<file path="config.mk">
export PLATFORM = sky130hd
export DESIGN_NAME = uart_tx
export DESIGN_NICKNAME = d
export VERILOG_FILES = /design/src/rtl/uart_pkg.sv /design/src/rtl/uart_tx.sv
export SDC_FILE = /design/constraint.sdc
export NUM_CORES = 1
export LEC_CHECK = 0
export ABC_AREA = 1
export ABC_CLOCK_PERIOD_IN_PS = 1650
export BUFFER_PORTS_ARGS = -buffer_cell sky130_fd_sc_hd__buf_2
export CAP_MARGIN = 15
export CORE_ASPECT_RATIO = 0.75
export CORE_MARGIN = 2
export CORE_UTILIZATION = 50
export DETAILED_ROUTE_END_ITERATION = 6
export MAX_ROUTING_LAYER = met4
export PLACE_DENSITY = 0.74
export SLEW_MARGIN = 5
export SYNTH_ARGS = -nofsm -noshare
export SYNTH_HDL_FRONTEND = slang
export SYNTH_SLANG_ARGS = --single-unit
</file>
<file path="constraint.sdc">
create_clock -name clk -period 1.65 [get_ports clk]
set_input_delay 0.0825 -clock clk [delete_from_list [all_inputs] [get_ports clk]]
set_output_delay 0.0825 -clock clk [all_outputs]
set_load 0.005 [all_outputs]
</file>
<file path="src/rtl/uart_pkg.sv">
// Shared UART definitions: FSM state encoding and frame shape.
// The matching receiver imports this package as well.
package uart_pkg;

    typedef enum logic [1:0] {
        IDLE,
        START,
        DATA,
        STOP
    } uart_tx_state_t;

    localparam int UART_DATA_BITS = 8;
    localparam int UART_STOP_BITS = 1;

endpackage

</file>
<file path="src/rtl/uart_tx.sv">
// 8N1 UART transmitter, LSB first, with a one-byte holding register so that
// the next byte can be accepted while the current one shifts out.
module uart_tx
    import uart_pkg::*;
#(
    parameter int cycles_per_bit = 4
) (
    input  logic       clk,
    input  logic       rst,
    input  logic [7:0] i_data,
    input  logic       i_req,
    output logic       o_serial,
    output logic       o_cts,
    output logic       o_idle
);

    localparam int               CNT_W    = $clog2(cycles_per_bit);
    localparam logic [CNT_W-1:0] CNT_LAST = CNT_W'(cycles_per_bit - 1);
    localparam logic [CNT_W-1:0] CNT_ONE  = CNT_W'(1);
    localparam logic [2:0]       BIT_LAST = 3'(UART_DATA_BITS - 1);

    uart_tx_state_t   state;
    logic [7:0]       hold;
    logic             hold_valid;
    logic [7:0]       shift;
    logic [CNT_W-1:0] cycle_cnt;
    logic [2:0]       bit_idx;
    logic             serial_q;

    logic accept;
    logic bit_done;

    assign accept   = i_req && !hold_valid;
    assign bit_done = (cycle_cnt == CNT_LAST);

    assign o_serial = serial_q;
    assign o_cts    = !hold_valid;
    assign o_idle   = (state == IDLE) && !hold_valid;

    // A load only happens with hold_valid=1, which blocks accept, so the two
    // hold_valid updates below never collide in one edge.
    always_ff @(posedge clk) begin
        if (rst) begin
            state      <= IDLE;
            hold       <= '0;
            hold_valid <= 1'b0;
            shift      <= '0;
            cycle_cnt  <= '0;
            bit_idx    <= '0;
            serial_q   <= 1'b1;
        end else begin
            if (accept) begin
                hold       <= i_data;
                hold_valid <= 1'b1;
            end

            case (state)
                IDLE: begin
                    cycle_cnt <= '0;
                    serial_q  <= 1'b1;
                    if (hold_valid) begin
                        shift      <= hold;
                        hold_valid <= 1'b0;
                        serial_q   <= 1'b0;
                        state      <= START;
                    end
                end

                START: begin
                    if (bit_done) begin
                        cycle_cnt <= '0;
                        bit_idx   <= '0;
                        serial_q  <= shift[0];
                        state     <= DATA;
                    end else begin
                        cycle_cnt <= cycle_cnt + CNT_ONE;
                    end
                end

                DATA: begin
                    if (bit_done) begin
                        cycle_cnt <= '0;
                        if (bit_idx == BIT_LAST) begin
                            serial_q <= 1'b1;
                            state    <= STOP;
                        end else begin
                            bit_idx  <= bit_idx + 3'd1;
                            shift    <= {1'b0, shift[7:1]};
                            serial_q <= shift[1];
                        end
                    end else begin
                        cycle_cnt <= cycle_cnt + CNT_ONE;
                    end
                end

                STOP: begin
                    if (bit_done) begin
                        cycle_cnt <= '0;
                        // Back-to-back: reload straight into START with no mark gap.
                        if (hold_valid) begin
                            shift      <= hold;
                            hold_valid <= 1'b0;
                            serial_q   <= 1'b0;
                            state      <= START;
                        end else begin
                            serial_q <= 1'b1;
                            state    <= IDLE;
                        end
                    end else begin
                        cycle_cnt <= cycle_cnt + CNT_ONE;
                    end
                end

                default: begin
                    serial_q <= 1'b1;
                    state    <= IDLE;
                end
            endcase
        end
    end

endmodule

</file>
[Word level (Yosys, flattened, before mapping)]
Cells that the tools add are included.
Storage, ports and cells
  register bits: 25
  bits in latches: 0
  bits in writable memories: 0
  bits in read-only memories: 0
  bits of input ports: 11
  output and inout bits: 3
  word-level logic and storage cells: 59
  memories kept: 0
Cells by class
  add/sub/neg operators: 2
  $mul: 0
  divide/modulo/power cells: 0
  order comparisons: 0
  eq/ne operators: 11
  shift-type cells: 0
  muxes and demuxes: 28
  bitwise gates (word level): 0
  reductions and logical operators: 11
Operator list (count)
  $mux W8: 4
  $pmux W8 S3: 1
  $mux W2: 6
  $ne A2 B2 Y1 const B: 6
  $mux W1: 9
  $mux W3: 3
  $pmux W2 S4: 1
  $reduce_and A4 Y1: 2
  $eq A2 B2 Y1 const B: 3
  $pmux W3 S2: 1
  $reduce_and A5 Y1: 1
  $pmux W1 S4: 1
  $pmux W2 S2: 1
  $add A3 B1 Y3 const B: 1
  $eq A3 B3 Y1 const B: 1
  $reduce_and A3 Y1: 1
  $reduce_bool A3 Y1: 1
  $reduce_or A3 Y1: 1
  $add A2 B1 Y2 const B: 1
  $eq A2 B1 Y1 const B: 1
  $logic_and A1 B1 Y1: 2
  $logic_not A2 Y1: 1
  $pmux W1 S2: 1
  $reduce_bool A2 Y1: 1
  $logic_not A1 Y1: 1

[Depth between registers and ports, before layout]
Gate-level depths: netlist of run 1.
  word-level depth: 6
  depth in mapped cells: 10
  mapped depth without buffers: 9

[Worst setup path before layout of run 1]
OpenSTA, ideal clock, no wires.
  kind: reg-to-reg
  start point: reg state[0]
  end point: reg shift[6]
  arrival time: 1.371 ns
  data required time: 1.537 ns
  path slack: 0.167 ns
  stages on the path, launching flop included: 10
  buffers on the path: 1
  clock period less this slack: 1.483 ns
  cells stage by stage: dfxtp_1 -> inv_1 -> ha_1 -> nand2_1 -> nand3_1 -> nor2_4 -> buf_6 -> nand2_1 -> nand2_1 -> nor2_1
Between the ends
  longest elaborated chain between the ends: 3
Ends and longest elaborated chain
  from (decl): RTL line uart_tx.sv:22  | uart_tx_state_t state;
  from (signal assigned): RTL line uart_tx.sv:44  | state <= IDLE;
  from (signal assigned): RTL line uart_tx.sv:65  | state <= START;
  from (signal assigned): RTL line uart_tx.sv:74  | state <= DATA;
  $eq A2 B2 Y1 / $logic_not A2 Y1 (equally long branches): RTL line uart_tx.sv:57  | case (state)
  $ne A2 B2 Y1 (no source line) / $reduce_bool A3 Y1 (equally long branches)
  $reduce_and A4 Y1 (no source line)
  to (signal assigned): RTL line uart_tx.sv:62  | shift <= hold;
  to (signal assigned): RTL line uart_tx.sv:88  | shift <= {1'b0, shift[7:1]};
  to (signal assigned): RTL line uart_tx.sv:101  | shift <= hold;
  to (decl): RTL line uart_tx.sv:25  | logic [7:0] shift;
Parallel ways exist; a longest one is shown, timed or not.
A chain may end at the register's enable or synchronous reset.

[Worst setup path in the final report of run 1]
  start point: reg state[0]
  end point: reg state[1]
Between the ends
  longest elaborated chain between the ends: 3
Ends and longest elaborated chain (RTL line)
  $eq A2 B2 Y1, or another cell as far along: uart_tx.sv:57
  $ne A2 B2 Y1 (no source line)
  $reduce_and A5 Y1 (no source line)
Parallel ways exist; a longest one is shown, timed or not.

==> flow_summary.yaml, run 1 <==
timing:
  setup_violations: 0
  holdWs_ns: 0.00770
  timing.slew.headroom_pct: 81.0
  drv_slew: 0
  hold_viol: 0
  skew_ns: 0.00469
  min_period_over_period_pct: 96.1
  min_period_ns: 1.59
  worstMarginPinSlew_ns: 0.285
  clock.fmax_mhz: 631
floorplan:
  die-area_sq_mm: 0.00298
  die_y_microns: 47.8
  ioPinCount: 14
  die_w_microns: 62.4
  start_util_pct: 54.0
  core_sq_mm: 0.00236
  fp-row-count: 15
logic_synthesis:
  synth.most_common_cell: "nor2_1"
  synth-edff-count: 0
  ys.flop_type: "dfxtp_1"
  syn-num-nets: 202
  synth_area_leaders: "dfxtp_1, nor2_1, nand2_1"
  ys_warn_count: 0
  synth_commonest_cells: "nor2_1, nand2_1, dfxtp_1"
  async_flop_share_pct: 0
  ys_types: 21
  synth_seq_cells: 25
  synth_top_cell_area_share_pct: 39.2
  ys_seq_area_share_pct: 39.2
  synthCells: 182
  synth_area_sq_mm: 0.00128
  syn_avg_cell_area_sq_um: 7.02
  synth_top_area_cell: "dfxtp_1"
placement:
  io_buffers: 13
  place_congestion: 0.893
  dpl.hpwl_microns: 1970
power_and_ir_drop:
  power_frac_comb_pct: 52.0
  pwr-share-seq_pct: 36.5
  p_leak_nw: 0.694
  power_switching_mw: 0.981
  internal_power_mw: 1.33
  p_sw_share_pct: 42.4
  pwr-share-clk_pct: 11.5
  vdd_drop_max_v: 0.000740
  p_per_area_mw_per_mm2: 1580
cts:
  cts_tree: "done"
  cts_buffer_depth: 2
  cts_root_buf: "clkbuf_4"
  clock_latency_ns: 0.31
  cts_sinks: 25
  numCtsBuffers: 3
  clk_pin_slew_ns: 0.13
  ctsHtreeMaxLevel: 1
worst_setup_path:
  crit_arrival_ns: 1.80
  r2r_slack_ns: 0.06
  rr_startpoint: "state[0]"
  cp-end-kind: "flop"
  critPathKind: "reg -> reg"
  worstReg2RegEnd: "state[1]"
  path_max_fanout: 6
  r2r_cells: 9
  crit_required_ns: 1.87
  worst_setup_path_start_kind: "flop"
grt:
  grt_max_degree: 17
  antenna_found_initial: 0
  grt_usage_pct: 19.1
  grt_overflow_total: 0
  grt_pass1_vias: 1008
  grt_first_pass_wirelength_microns: 4250
finish:
  fillers: 224
  synthToLayoutAreaGrowth_pct: 14.3
  drive_gt1_share_pct: 15.8
  nNetsFinal: 223
  ff_latch_area_sq_um: 503
  multi_input_area_sq_um: 692
  final_core_util_pct: 61.7
  antennaDiodeCount: 0
worst_hold_path:
  holdPathStages: 3
  hold_class: "in -> reg"
  hp-start: "i_data[3]"
  min_delay_worst_endpoint: "hold[3]"
detailed_routing:
  finalWirelength_microns: 2750
  vias: 1187
  wire_per_inst_microns: 11.7
  first_pass_iters: 4
  drtAntennaViolNets: 0
  drc: 0
  vias_per_cell: 5.03
  dr.first_iter.drc_count: 62
run:
  maxCapViolations: 0
status:
  status: "finished clean"
-- per-layer routing --
metal	vias up	routed length (microns)	GRT usage, %
li1	611	-	-
met1	534	1320	23.2
met2	36	1240	34.6
met3	6	147	3.76
met4	0	43	4.00
met5	-	0	-
-- worst max path at each step --
stage,slack [ns],startpoint,cells past startpoint,end
2_1_floorplan,0.17,state[0],9,shift[6]
3_3_place_gp,0.13,state[1],8,shift[4]
3_5_place_dp,0.03,state[1],8,shift[6]
4_1_cts,0.01,state[1],8,shift[2]
5_1_grt,-0.04,state[1],9,shift[1]
6_report,0.06,state[0],9,state[1]
-- power by group through the flow --
stage | combinational, mW | clock, mW | sequential (mW)
floorplan | 0.837 | 0 | 0.838
global placement | 1.03 | 0 | 0.843
detailed placement | 1.07 | 0 | 0.855
CTS | 1.08 | 0.279 | 0.841
global route | 1.35 | 0.302 | 0.860
finish | 1.20 | 0.267 | 0.845
-- worst max-delay path, stage by stage, from the launching register on --
cell and delay, ns:
dfxtp_1 0.36, inv_1 0.09, ha_1 0.25, buf_4 0.17
nor2_1 0.11, nor2_1 0.05, nor2_1 0.20, nand3_1 0.14
nand2_1 0.09, nor2_1 0.05
-- metrics by stage --
step                      setup slack, ns  setup TNS, ns  cell area (sq um)  instances  total power [mW]
after detailed placement           0.0333              0               1400        230              1.93
after global routing              -0.0430         -0.141               1460        236              2.51
final                              0.0646              0               1460        236              2.31
after floorplan                     0.167              0               1280        182              1.67
after global placement              0.133              0               1400        230              1.88
after CTS                          0.0101              0               1430        235              2.20
-- final cells by class --
type / count / share of cell area (%)
multi-input combinational: 137 / 47.4
inverter: 15 / 3.86
timing repair buffer: 21 / 9.60
tap: 34 / 2.91
sequential: 25 / 34.4
clock buffer: 4 / 1.80
-- state kept, by name, summed over array words and instances, names as in the netlist --
name        flops
hold            8
shift           8
bit_idx         3
cycle_cnt       2
state           2
hold_valid      1
o_serial        1
-- kinds of logic (layout without fill, tap and decap cells) --
logic type	count (synthesis)	in the layout	share of synthesized area, %
AND/OR/NAND/NOR	100	100	31.1
flip-flops	25	25	39.2
adder cells (fa/ha/maj)	9	9	8.82
buffers and inverters	20	40	7.15
AO/OA/AOI/OAI	28	28	13.7
-- what timing repair did --
| action | CTS | global route |
|---|---|---|
| hold endpoints to repair | 1 | 0 |
| resized for setup | 0 | 4 |
| setup buffers | 0 | 1 |
| hold buffers | 1 | 0 |
| setup endpoints to repair | 0 | 11 |
-- placed cells by master, fill, tap and decap left out, types with 2 or more instances in the layout --
cell type,n
nor2_1,47
nand2_1,42
dfxtp_1,23
inv_1,14
buf_2,13
o21ai_0,11
nand3_1,8
ha_1,8
a21boi_0,7
buf_4,6
a21oi_1,5
clkbuf_4,3
dfxtp_2,2
Power figures use the tool's default switching activity.
==> run 2: changes to the inputs <==
--- a/config.mk
+++ b/config.mk
@@ -9,12 +9,14 @@
 export ABC_CLOCK_PERIOD_IN_PS = 1650
 export BUFFER_PORTS_ARGS = -buffer_cell sky130_fd_sc_hd__buf_2
 export CAP_MARGIN = 15
+export CELL_PAD_IN_SITES_DETAIL_PLACEMENT = 1
+export CELL_PAD_IN_SITES_GLOBAL_PLACEMENT = 1
 export CORE_ASPECT_RATIO = 0.75
 export CORE_MARGIN = 2
-export CORE_UTILIZATION = 50
+export CORE_UTILIZATION = 41
 export DETAILED_ROUTE_END_ITERATION = 6
 export MAX_ROUTING_LAYER = met4
-export PLACE_DENSITY = 0.74
+export PLACE_DENSITY = 0.82
 export SLEW_MARGIN = 5
 export SYNTH_ARGS = -nofsm -noshare
 export SYNTH_HDL_FRONTEND = slang
==> run 2 against run 1 <==
  * Core utilization fell by 12 points
  * Count of clock-buffer cells in the layout fell by 1
  * Fmax increased by 4.9%
  * Sequential cell count did not move
  * Clock skew up 0.0046 ns
  * Setup slack better by 0.074 ns
  * Critical path depth unchanged
  * Power rose by 5.6%
  * Sequential power increased by 1%
  * Combinational power barely moved
  * Wire length rose by 17%
  * Sequential share of layout area shrank 0.32 points
  * Critical endpoint is now shift[5]
  * Highest routed layer unchanged
==> flow_summary.yaml, run 2 (synthesis results as in run 1) <==
status:
  status: "finished clean"
timing:
  rsz0062_at_grt: "false"
  worstMarginPinSlew_ns: 0.324
  setup_violations: 0
  clock.fmax_mhz: 662
  skew_ns: 0.00924
  min_period_over_period_pct: 91.6
  setup_ws_ns: 0.139
  min_period_ns: 1.51
  hold_viol: 0
  timing.slew.headroom_pct: 78.4
  drv_slew: 0
worst_setup_path:
  endpoint: "shift[5]"
  cp-startpoint: "state[1]"
  path_max_fanout: 7
  worst_setup_path_start_kind: "flop"
  path_common_cell: "nand2_1"
  path_cells: "inv_1 > ha_1 > nand2_1 > nand3_1 > nor2_4 > buf_6 > nand2_1 > nand2_1 > nor2_1"
  cp_num_cells: 9
  crit_required_ns: 1.83
  path_delay_family: "simple AND/OR/NAND/NOR gates"
  cp-end-kind: "flop"
  rr_startpoint: "state[1]"
  max_stage_delay_ns: 0.39
  r2r_cells: 9
  path_buf_inv: 2
  r2r_slack_ns: 0.14
  worstReg2RegEnd: "shift[5]"
  critPathKind: "reg -> reg"
  slowest_stage: "dfxtp_2"
  crit_arrival_ns: 1.69
power_and_ir_drop:
  vdd_drop_max_v: 0.000595
  p_per_area_mw_per_mm2: 1660
  p_leak_nw: 0.694
detailed_routing:
  dr.first_iter.drc_count: 43
  finalWirelength_microns: 3210
  drtAntennaViolNets: 0
  first_pass_iters: 4
  vias_per_cell: 5.01
  drc: 0
  wire_per_inst_microns: 13.4
  vias: 1198
run:
  maxCapViolations: 0
placement:
  dpl.hpwl_microns: 2530
  dpl.cell_count: 232
  place_congestion: 0.853
  place_ws_ns: -0.0690
  place_area_sq_mm: 0.00139
  io_buffers: 13
finish:
  antennaDiodeCount: 0
  multi_input_area_sq_um: 693
  fillers: 401
  final_cell_mix: "nor2_1, nand2_1, dfxtp_1, inv_1, buf_2"
  drive_gt1_share_pct: 17.4
  ff_latch_area_sq_um: 503
  reg_top3: "hold (8), shift (8), bit_idx (3)"
  synthToLayoutAreaGrowth_pct: 15.4
  final_cells: 239
  nNetsFinal: 222
  fin_area_sq_mm: 0.00147
  layout_commonest_cell: "nor2_1"
cts:
  cts_buffer_depth: 2
  cts_sinks: 25
  ctsHtreeMaxLevel: 1
  cts_tree: "done"
  clock_latency_ns: 0.27
  numCtsBuffers: 3
  cts_root_buf: "clkbuf_8"
  clk_pin_slew_ns: 0.10
floorplan:
  ioPinCount: 14
  die_w_microns: 68.5
  core_sq_mm: 0.00296
  die-area_sq_mm: 0.00358
  start_util_pct: 43.2
  fp-row-count: 17
  die_y_microns: 52.3
grt:
  grt_usage_pct: 21.2
  grt_max_degree: 16
  grt_first_pass_wirelength_microns: 5400
  grt_overflow_total: 0
  grt_pass1_vias: 1199
  antenna_found_initial: 0
worst_hold_path:
  hold_class: "in -> reg"
  holdPathStages: 3
==> run 2: per-layer routing <==
| metal | up-vias | share of wire, % | global-route usage [%] | wire (microns) |
|---|---|---|---|---|
| li1 | 608 | - | - | - |
| met1 | 563 | 48 | 26.4 | 1540 |
| met2 | 23 | 47 | 35.3 | 1490 |
| met3 | 4 | 4.8 | 5.16 | 155 |
| met4 | 0 | 0.72 | 3.67 | 23 |
| met5 | - | 0 | - | 0 |
==> run 2: worst min-delay path by stage <==
stage,from,to,slack [ns]
2_1_floorplan,rst,o_serial,0.18
3_3_place_gp,rst,o_serial,0.29
3_5_place_dp,rst,o_serial,0.34
4_1_cts,rst,o_serial,0.04
5_1_grt,i_data[3],hold[3],0.05
6_report,rst,o_serial,0.05
==> run 2: what timing repair did <==
item / CTS / global route
hold buffers: 0 / 0
gates resized for setup: 2 / 6
setup endpoints to repair: 10 / 12
setup buffers: 3 / 0
pin swaps: 1 / 1
==> run 2: cell type report <==
| cell class | count | area share [%] |
|---|---|---|
| Clock buffer | 3 | 2.80 |
| Clock inverter | 1 | 0.509 |
| Tap cell | 38 | 3.23 |
| Multi-Input combinational cell | 137 | 47.0 |
| Inverter | 15 | 3.82 |
| Timing Repair Buffer | 20 | 8.49 |
| Sequential cell | 25 | 34.1 |
==> run 2: metrics by stage <==
stage | total power [mW] | setup TNS (ns) | util, % | hold WS (ns)
6_report | 2.44 | 0 | 49.9 | 0.0516
2_1_floorplan | 1.67 | 0 | - | 0.179
3_3_place_gp | 1.87 | 0 | 46.8 | 0.288
5_1_grt | 2.67 | 0 | 49.9 | 0.0450
4_1_cts | 2.44 | 0 | 49.4 | 0.0431
3_5_place_dp | 1.98 | -0.341 | 46.8 | 0.341
==> run 2: tightest hold or removal path: stages <==
cell and delay, ns:
buf_2 0.09, a21oi_1 0.05, nand2_1 0.07
==> run 2: power by group <==
| group | leakage [nW] | internal, mW | switching [mW] |
|---|---|---|---|
| Clock | 0.0217 | 0.171 | 0.204 |
| Sequential | 0.207 | 0.759 | 0.0947 |
| Combinational | 0.465 | 0.475 | 0.739 |
| Total | 0.694 | 1.41 | 1.04 |
==> run 3: changes to the inputs <==
--- a/config.mk
+++ b/config.mk
@@ -17,6 +17,7 @@
 export DETAILED_ROUTE_END_ITERATION = 6
 export MAX_ROUTING_LAYER = met4
 export PLACE_DENSITY = 0.82
+export REMOVE_ABC_BUFFERS = 1
 export SLEW_MARGIN = 5
 export SYNTH_ARGS = -nofsm -noshare
 export SYNTH_HDL_FRONTEND = slang
==> run 3 against run 2 <==
  * Highest routed layer unchanged
  * Power grew 2.4%
  * The run now ends with hold timing left
  * Critical path depth is the same
  * Wire length grew 3.9%
==> flow_summary.yaml, run 3 (synthesis results as in run 1) <==
finish:
  ff_latch_area_sq_um: 502
  drive_gt1_share_pct: 17.8
  reg_top3: "hold (8), shift (8), bit_idx (3)"
  antennaDiodeCount: 0
  multi_input_area_sq_um: 712
  synthToLayoutAreaGrowth_pct: 17.4
  fin_area_sq_mm: 0.00150
  nNetsFinal: 223
  fillers: 392
  final_cell_mix: "nor2_1, nand2_1, dfxtp_1, inv_1, buf_2"
  layout_commonest_cell: "nor2_1"
grt:
  grt_usage_pct: 22.5
  grt_overflow_total: 0
  antenna_found_initial: 0
  grt_max_degree: 24
  grt_first_pass_wirelength_microns: 5840
  grt_pass1_vias: 1283
power_and_ir_drop:
  p_leak_nw: 0.706
  p_sw_share_pct: 42.0
  power_switching_mw: 1.05
  vdd_drop_max_v: 0.000670
  internal_power_mw: 1.45
  p_per_area_mw_per_mm2: 1670
  pwr-share-seq_pct: 34.0
  power_frac_comb_pct: 50.8
  pwr-share-clk_pct: 15.2
worst_setup_path:
  path_max_fanout: 5
  crit_required_ns: 1.82
  cp-end-kind: "flop"
  critPathKind: "reg -> reg"
  r2r_slack_ns: 0.12
  max_stage_delay_ns: 0.33
  worst_setup_path_start_kind: "flop"
  slowest_stage: "dfxtp_1"
  path_cells: "ha_1 > ha_1 > nand2_1 > nand3_2 > nor2_4 > buf_4 > nand2_1 > nand2_1 > nor2_1"
  crit_arrival_ns: 1.70
  r2r_cells: 9
  path_common_cell: "nand2_1"
  rr_startpoint: "bit_idx[0]"
  worstReg2RegEnd: "shift[7]"
timing:
  worstMarginPinSlew_ns: 0.293
  setup_ws_ns: 0.121
  setup_violations: 0
  final.setup.tns_ns: 0
  rsz0062_at_grt: "false"
  hold_viol: 1
  min_period_ns: 1.53
  timing.slew.headroom_pct: 80.4
  holdWs_ns: -0.000790
  min_period_over_period_pct: 92.7
  drv_slew: 0
  skew_ns: 0.0137
  clock.fmax_mhz: 654
floorplan:
  start_util_pct: 43.2
  die-area_sq_mm: 0.00358
  core_sq_mm: 0.00296
  fp-row-count: 17
  ioPinCount: 14
  die_w_microns: 68.5
  die_y_microns: 52.3
placement:
  place_ws_ns: -0.0627
  place_congestion: 0.881
  place_area_sq_mm: 0.00140
  io_buffers: 13
  dpl.hpwl_microns: 2440
cts:
  cts_tree: "done"
  ctsHtreeMaxLevel: 1
  clk_pin_slew_ns: 0.10
  cts_root_buf: "clkbuf_8"
  cts_sinks: 25
  cts_buffer_depth: 2
  hold_buffers: 0
  clock_latency_ns: 0.29
  numCtsBuffers: 3
worst_hold_path:
  hold_class: "in -> reg"
  holdPathStages: 3
  min_delay_worst_endpoint: "o_serial"
  hp-start: "rst"
detailed_routing:
  dr.first_iter.drc_count: 16
  vias_per_cell: 5.08
  first_pass_iters: 4
  wire_per_inst_microns: 13.9
  finalWirelength_microns: 3330
  drc: 0
  drtAntennaViolNets: 0
  vias: 1220
status:
  failed_checks: "hold timing"
  status: "finished, violations left"
run:
  maxCapViolations: 0
## run 3: cell count changes in the layout (fill, tap and decap cells not counted), sizes merged
cell,delta
buf,+1
clkinvlp,-1
clkbuf,+1
## run 3: per-layer routing
layer / vias to the layer above / wire length (microns) / track usage (%)
li1: 610 / - / -
met1: 593 / 1570 / 25.7
met2: 14 / 1640 / 40.4
met3: 3 / 97 / 5.16
met4: 0 / 27 / 4.00
met5: - / 0 / -
## run 3: per-stage QoR
step / hold WS, ns / std cells / util, % / power [mW]
final: -0.000790 / 240 / 50.7 / 2.50
after global routing: 0.0342 / 240 / 50.7 / 2.75
after CTS: 0.00316 / 240 / 49.8 / 2.46
after detailed placement: 0.298 / 234 / 47.4 / 1.98
after global placement: 0.281 / 234 / 47.4 / 1.89
after floorplan: 0.179 / 177 / - / 1.62
## run 3: final cells by class
type	count	area share, %
tap	38	3.17
inverter	15	3.75
sequential	25	33.4
clock buffer	4	3.00
timing repair buffer	21	9.17
multi-input combinational	137	47.5
## run 3: critical path, delay by kind of cell, from the launching register on
family / cells / cell delay [ns]
flops: 1 / 0.33
buf+inv: 1 / 0.16
fa+ha+maj: 2 / 0.43
simple gates: 6 / 0.51
## run 3: worst max-delay path by stage
| stage | start | end | depth (start not counted) |
|---|---|---|---|
| after floorplan | state[0] | shift[0] | 9 |
| after global placement | bit_idx[0] | shift[6] | 8 |
| after detailed placement | state[1] | shift[2] | 8 |
| after CTS | state[1] | shift[7] | 9 |
| after global routing | bit_idx[0] | shift[7] | 9 |
| final | bit_idx[0] | shift[7] | 9 |
## run 3: power by group through the flow
| stage | Combinational, mW | Sequential (mW) | Clock, mW |
|---|---|---|---|
| after floorplan | 0.782 | 0.838 | 0 |
| after global placement | 1.05 | 0.844 | 0 |
| after detailed placement | 1.12 | 0.860 | 0 |
| after CTS | 1.22 | 0.846 | 0.388 |
| after global routing | 1.47 | 0.871 | 0.413 |
| final | 1.27 | 0.850 | 0.382 |
## run 3: repair_timing
item	4_1_cts	5_1_grt
pin swaps	1	1
buffers inserted	2	0
setup endpoints to repair	8	14
gates resized for setup	0	7
